===== src/rtl/alu_pkg.sv =====
// rtl/alu_pkg.sv - shared opcodes, instruction fields, state encoding and helpers for alu_seq_ctrl
package alu_pkg;

  localparam int WIDTH = 16;
  localparam int NREGS = 8;

  // ALU opcode encoding (011 and 101 are illegal)
  localparam logic [2:0] OP_AND = 3'b000;
  localparam logic [2:0] OP_OR  = 3'b001;
  localparam logic [2:0] OP_ADD = 3'b010;
  localparam logic [2:0] OP_LDI = 3'b100;
  localparam logic [2:0] OP_SUB = 3'b110;
  localparam logic [2:0] OP_SLT = 3'b111;

  // Instruction field bit positions
  localparam int OP_HI   = 15;
  localparam int OP_LO   = 13;
  localparam int RD_HI   = 12;
  localparam int RD_LO   = 10;
  localparam int RS_HI   = 9;
  localparam int RS_LO   = 7;
  localparam int RT_HI   = 6;
  localparam int RT_LO   = 4;
  localparam int IMM_BIT = 3;

  // Controller state encoding
  localparam logic [1:0] IDLE = 2'd0;
  localparam logic [1:0] EXEC = 2'd1;
  localparam logic [1:0] WB   = 2'd2;

  function automatic logic is_alu_op(input logic [2:0] op);
    return (op == OP_AND) || (op == OP_OR) || (op == OP_ADD) ||
           (op == OP_SUB) || (op == OP_SLT);
  endfunction

  function automatic logic is_legal(input logic [2:0] op);
    return is_alu_op(op) || (op == OP_LDI);
  endfunction

  function automatic logic [WIDTH-1:0] sext10(input logic [9:0] v);
    return {{(WIDTH-10){v[9]}}, v};
  endfunction

  function automatic logic [WIDTH-1:0] sext3(input logic [2:0] v);
    return {{(WIDTH-3){v[2]}}, v};
  endfunction

endpackage


===== src/rtl/alu_seq_regfile.sv =====
// rtl/alu_seq_regfile.sv - 8x16 register file, one sync write, two operand reads, one debug read, R0 hardwired to zero
module alu_seq_regfile
  import alu_pkg::*;
(
  input  logic             clk,
  input  logic             rst,
  input  logic             we,
  input  logic [2:0]       waddr,
  input  logic [WIDTH-1:0] wdata,
  input  logic [2:0]       raddr_a,
  output logic [WIDTH-1:0] rdata_a,
  input  logic [2:0]       raddr_b,
  output logic [WIDTH-1:0] rdata_b,
  input  logic [2:0]       dbg_addr,
  output logic [WIDTH-1:0] dbg_data
);

  logic [WIDTH-1:0] regs [NREGS];

  // Clear on reset; writes to R0 are dropped so it stays zero
  always_ff @(posedge clk) begin
    if (rst) begin
      for (int i = 0; i < NREGS; i++) regs[i] <= '0;
    end else if (we && (waddr != 3'd0)) begin
      regs[waddr] <= wdata;
    end
  end

  assign rdata_a  = (raddr_a  == 3'd0) ? '0 : regs[raddr_a];
  assign rdata_b  = (raddr_b  == 3'd0) ? '0 : regs[raddr_b];
  assign dbg_data = (dbg_addr == 3'd0) ? '0 : regs[dbg_addr];

endmodule


===== src/rtl/alu_seq_ctrl.sv =====
// rtl/alu_seq_ctrl.sv - IDLE/EXEC/WB sequencer feeding an external ALU; ALU_SEQ_IMM_EN enables 3-bit immediate operand B
module alu_seq_ctrl
  import alu_pkg::*;
(
  input  logic             clk,
  input  logic             rst,
  input  logic             instr_valid,
  output logic             instr_ready,
  input  logic [15:0]      instr,
  output logic [WIDTH-1:0] alu_x,
  output logic [WIDTH-1:0] alu_y,
  output logic [2:0]       alu_op,
  input  logic [WIDTH-1:0] alu_s,
  output logic             done,
  output logic [WIDTH-1:0] res_data,
  output logic [2:0]       res_rd,
  output logic             err,
  input  logic [2:0]       dbg_addr,
  output logic [WIDTH-1:0] dbg_data
);

  logic [1:0]       state;
  logic [15:0]      ir;
  logic [WIDTH-1:0] result;
  logic             illegal;
  logic [WIDTH-1:0] rs_val;
  logic [WIDTH-1:0] rt_val;
  logic [WIDTH-1:0] opb;
  logic [2:0]       op;
  logic [2:0]       rd;
  logic             in_exec;
  logic             in_wb;

  assign op = ir[OP_HI:OP_LO];
  assign rd = ir[RD_HI:RD_LO];

  // Reset masks every output so an aborted instruction leaves no trace
  assign in_exec     = (state == EXEC) && !rst;
  assign in_wb       = (state == WB) && !rst;
  assign instr_ready = (state == IDLE) && !rst;

`ifdef ALU_SEQ_IMM_EN
  assign opb = (is_alu_op(op) && ir[IMM_BIT]) ? sext3(ir[2:0]) : rt_val;
`else
  assign opb = rt_val;
`endif

  assign alu_x  = in_exec ? rs_val : '0;
  assign alu_y  = in_exec ? opb : '0;
  assign alu_op = in_exec ? op : 3'b000;

  assign done     = in_wb && !illegal;
  assign err      = in_wb && illegal;
  assign res_data = done ? result : '0;
  assign res_rd   = done ? rd : 3'd0;

  alu_seq_regfile u_regfile (
    .clk      (clk),
    .rst      (rst),
    .we       (done),
    .waddr    (rd),
    .wdata    (result),
    .raddr_a  (ir[RS_HI:RS_LO]),
    .rdata_a  (rs_val),
    .raddr_b  (ir[RT_HI:RT_LO]),
    .rdata_b  (rt_val),
    .dbg_addr (dbg_addr),
    .dbg_data (dbg_data)
  );

  // Three-state sequencer: accept, capture the ALU (or immediate) result, write back
  always_ff @(posedge clk) begin
    if (rst) begin
      state   <= IDLE;
      ir      <= '0;
      result  <= '0;
      illegal <= 1'b0;
    end else begin
      case (state)
        IDLE: begin
          if (instr_valid) begin
            ir    <= instr;
            state <= EXEC;
          end
        end
        EXEC: begin
          result  <= (op == OP_LDI) ? sext10(ir[9:0]) : alu_s;
          illegal <= !is_legal(op);
          state   <= WB;
        end
        WB:      state <= IDLE;
        default: state <= IDLE;
      endcase
    end
  end

endmodule


===== config.mk =====
export PLATFORM = sky130hd
export DESIGN_NAME = alu_seq_ctrl
export DESIGN_NICKNAME = d
export VERILOG_FILES = /design/src/rtl/alu_pkg.sv /design/src/rtl/alu_seq_regfile.sv /design/src/rtl/alu_seq_ctrl.sv
export SDC_FILE = /design/constraint.sdc
export NUM_CORES = 1
export LEC_CHECK = 0
export ABC_AREA = 0
export CAP_MARGIN = 15
export CORE_MARGIN = 2
export CORE_UTILIZATION = 45
export DETAILED_ROUTE_END_ITERATION = 7
export MAX_ROUTING_LAYER = met4
export PLACE_DENSITY = 0.66
export SETUP_SLACK_MARGIN = 0.05
export SYNTH_ARGS = -nofsm -noshare
export SYNTH_HDL_FRONTEND = slang
export SYNTH_SLANG_ARGS = --single-unit

===== constraint.sdc =====
create_clock -name clk -period 2.3 [get_ports clk]
set_input_delay 0.345 -clock clk [delete_from_list [all_inputs] [get_ports clk]]
set_output_delay 0.345 -clock clk [all_outputs]
set_load 0.01 [all_outputs]

### Yosys cells after proc, flatten, opt, wreduce, memory -nomap -nowiden

Memories as Yosys holds them, arrays and structs flattened. A register that Yosys moved wholly into a read port is not among the register bits.
Cells that the tools add are included.

* flip-flop bits (word level): 35
* memory bits (writable): 128
* output and inout bits: 73
* logic and storage cells: 58
* memories kept: 1

Memories
* u_regfile.regs: depth 8, width 16, rd ports 3, clocked after memory_dff 2, wr ports 8, line alu_seq_regfile.sv:18 `logic [WIDTH-1:0] regs [NREGS];`

* equal/unequal tests: 8
* multiplexer cells: 23
* reductions and logical operators: 22

Operators with widths (number)
* 16-bit 2-to-1 mux: 8
* 3-bit 2-to-1 mux: 7
* 16-bit OR reduction: 1
* 3-bit logical NOT: 4
* 3-bit equality test, second input constant: 3
* 1-bit logical AND: 6
* 1-bit 2-to-1 mux: 6
* 1-bit logical OR: 5
* 2-bit case mux with 2 select lines: 1
* 3-bit by 1-bit equality test with 1-bit output, second input constant: 1
* 3-bit by 2-bit equality test with 1-bit output, second input constant: 1
* 1-bit logical NOT: 3
* 3-bit nonzero test: 1
* 2-bit by 1-bit equality test with 1-bit output, second input constant: 1
* 2-bit equality test, second input constant: 1
* 2-bit logical NOT: 1
* 2-bit 2-to-1 mux: 1
* 2-bit inequality test, second input constant: 1
* 2-bit AND reduction: 1

### Longest topological paths before layout

* depth in word-level cells: 9
* depth in mapped cells: 6
* depth with buffers taken out: 3

### By module

A second synthesis with hierarchy kept.

* cell total of the unflattened synthesis: 799
* area total of the unflattened synthesis: 9018.6 um^2

Modules (own cells, without submodules)
* alu_seq_regfile: instances 1, cells each 570, area each 7269.5 um^2
* alu_seq_ctrl: instances 1, cells each 229, area each 1749.2 um^2

### Worst setup path before layout

Ideal clock, no wire load.

* path kind: input-to-reg
* start point: in rst
* end point: mem u_regfile.regs[1][0], enable pin
* arrival time: 1699 ps
* data required time: 1966 ps
* slack: 268 ps
* cell stages on the path: 5
* path buffers: 2
* cell sequence: buf_6 -> or4b_1 -> buf_6 -> nor4_4 -> or2_2

RTL lines
* start, declared: line alu_seq_ctrl.sv:6 `input logic rst,`
* end, declared: line alu_seq_regfile.sv:18

==> flow_summary.yaml <==
placed_design:
  io_buffers: 110
  post-dp-hpwl_um: 20220
  placed_cell_area_mm2: 0.01174
  routabilityCongestion: 0.9287
  placed_cells_incl_taps: 1257
global_routing:
  vias_in_the_first_global_route: 7798
  grt_first_pass_wirelength_um: 47350
  leftover_overflow_at_the_end_of_global_routing: 0
  antenna_found_initial: 0
  grt_usage_pct: 29.87
  grt_max_degree: 41
cts:
  tritoncts: "done"
  worst_path_clk_slew_ps: 70
  cts.hold.buffers_added: 0
  htreeDepth: 4
  worstSkewPairLatency_ps: 440
  clock_path_buffers: 2
  inserted_clock_buffers: 17
  clkSinkCount: 169
  clock_tree.root_cell: "clkbuf_16"
power:
  vdd.ir_drop.worst_v: 0.0005524
  p_sw_share_pct: 28.61
  intPower_mw: 5.539
  post_layout_total_power_mw: 7.759
  switchingPower_mw: 2.220
  total_leakage_power_nw: 5.404
  power.share.sequential_pct: 46.1
  clock_network_power_share_pct: 35.5
  pwr_density_cell_mw_per_mm2: 570.3
  combinational_fraction_of_design_power_pct: 18.4
routing:
  route.detailed.wl_per_inst_um: 24.29
  detail_route.drc_violations: 0
  routed_wl_um: 32730
  antenna_violating_nets_post_route: 0
  vias: 7989
  drt-initial-drc-count: 595
  post_drt_via_cell_ratio: 5.931
  drt_first_pass_iters: 5
synthesis:
  post_synth_num_cell_types: 36
  synth_area_mm2: 0.009625
  synth_top_flop_cell: "edfxtp_1"
  number_of_flops_mapped_to_enable_cells_by_yosys: 128
  synth_async_sr_flop_share_pct: 0
  netlist_instances: 840
  post_synthesis_sequential_area_ratio_pct: 48.46
  flops_latches_synth: 169
  yosysWarningCount: 0
  postSynthAreaPerCell_um2: 11.46
layout:
  num_antenna_cells: 0
  n_fill_cell: 1573
  layout-drive-gt1-share_pct: 38.81
  flow.area_growth_from_synthesis_pct: 41.36
  layoutNonFillerInstCount: 1347
  stdcell_area_mm2: 0.01361
  finish.net_count: 1097
  layout_common_cells: "edfxtp_1 (128), and2_1 (123), mux2i_1 (113)"
  layout_commonest_cell: "edfxtp_1"
timing:
  maximum_operating_frequency_ghz: 0.4329
  setup_viol: 3
  timing_hold_violations_final: 0
  timing.final.max_slew_violations: 0
  rsz_0062_raised_after_global_routing: "true"
  finalCritPeriodShare_pct: 100.4
  layout_setup_ws_ps: -10.18
  fin_hold_ws_ps: 418.8
  timing.final.crit_period_ps: 2310
  fin_setup_tns_ps: -20.61
  skew_ps: 10.97
die:
  floorplan.rows: 53
  initial_core_util_pct: 45.79
  die_area_mm2: 0.02258
  core_mm2: 0.02102
  die-width_um: 150.3
  die_height_um: 150.3
  boundaryPins: 111
flow_run:
  drv_cap: 0
status:
  run_status: "complete, but fails checks"
  failed_checks: "setup timing"
critical_path:
  number_of_cells_on_the_worst_reg_to_reg_path: 6
  worstSetupStartpointType: "register"
  required_ps: 1960
  cp_max_fo: 6
  timing.reg2reg.setup_slack_ps: 320
  critPathKind: "reg -> out"
  r2r_start: "state[0]"
  critPathCaptureType: "primary output"
  worst-endpoint-arrival_ps: 1970
hold_path:
  hold_depth: 4
  hold_path_class: "in -> reg"
  timing.hold.worst.start: "rst"
per-stage QoR:
stage,setup slack [ps],utilization [%]
after floorplan,267.6,-
after global routing,-78.25,64.73
final,-10.18,64.73
after detailed placement,-374.0,55.84
after CTS,-90.05,62.90
after global placement,-321.2,55.84
power groups by stage:
stage,Combinational [mW],Sequential (mW),Clock (mW)
finish,1.43,3.57,2.75
CTS,1.34,3.57,2.75
global route,1.50,3.59,2.88
global placement,1.14,3.63,0
floorplan,0.672,3.56,0
detailed placement,1.15,3.63,0
metal layers:
layer / global-route usage, % / share of wire [%] / vias up
li1: - / - / 3575
met1: 38.08 / 41 / 3967
met2: 47.99 / 49 / 372
met5: - / 0 / -
met4: 12.03 / 3.7 / 0
met3: 4.606 / 6.6 / 75
flip-flops by register name (all words and copies together), names as in the netlist, named ones only:
name            flops
state               2
u_regfile.regs    128
result             16
ir                 16
illegal             1
area by class of cell:
cell class	instances	area, um^2	area share (%)
multi-input combinational	617	5430	39.91
clock inverter	15	130.1	0.9563
timing repair buffer	252	2590	19.03
sequential	169	4674	34.35
inverter	2	12.51	0.09195
clock buffer	17	425.4	3.126
tap	275	344.1	2.529
Yosys cell counts, types with 2 or more instances:
cell type | n | area (um^2)
o22a_1 | 10 | 87.58
nand2b_1 | 7 | 43.79
mux4_2 | 6 | 135.1
dfxtp_1 | 41 | 820.8
or3b_2 | 2 | 17.52
nor3_1 | 34 | 170.2
a22oi_1 | 6 | 45.04
a211oi_1 | 16 | 120.1
nor3_4 | 6 | 97.59
buf_2 | 20 | 100.1
buf_4 | 6 | 45.04
a22o_1 | 32 | 280.3
mux2_2 | 70 | 788.3
or2_2 | 8 | 50.05
a21oi_1 | 24 | 120.1
inv_1 | 2 | 7.510
clkbuf_1 | 37 | 138.9
nor2_1 | 19 | 71.32
buf_6 | 3 | 33.78
o21ai_0 | 6 | 30.03
edfxtp_1 | 128 | 3844
and2_1 | 134 | 838.3
mux2i_1 | 113 | 1131
nand2_1 | 43 | 161.4
nor2b_1 | 4 | 25.02
o22ai_1 | 52 | 325.3
o31ai_1 | 2 | 15.01
final timing paths:
kind,endpoint
worst max-delay path,alu_x[15]
worst min-delay path,state[1]
worst min register to register,ir[2]
worst max register to register,u_regfile.regs[3][6]
logic make-up after synthesis:
logic type / after synthesis / synth area share, %
AO/OA/AOI/OAI: 148 / 10.63
XOR/XNOR: 1 / 0.09101
buffers and inverters: 69 / 3.419
flip-flops: 169 / 48.46
multiplexers: 189 / 21.34
other: 1 / 0.03896
AND/OR/NAND/NOR: 263 / 16.01
repair_timing:
item / 4_1_cts / 5_1_grt
setup buffers: 40 / 19
endpoints found under the setup margin: 71 / 60
hold endpoints to repair: 0 / 0
cloned: 7 / 2
pin swaps: 31 / 44
gates resized for setup: 362 / 108
critical path: stages (launching register included):
cell and delay [ps]:
dfxtp_4 420, buf_12 140, buf_6 130, mux2_4 310, o22ai_4 200, nor3_4 70
buf_4 130, buf_6 110
No activity file was read; power rests on OpenSTA's default activity.
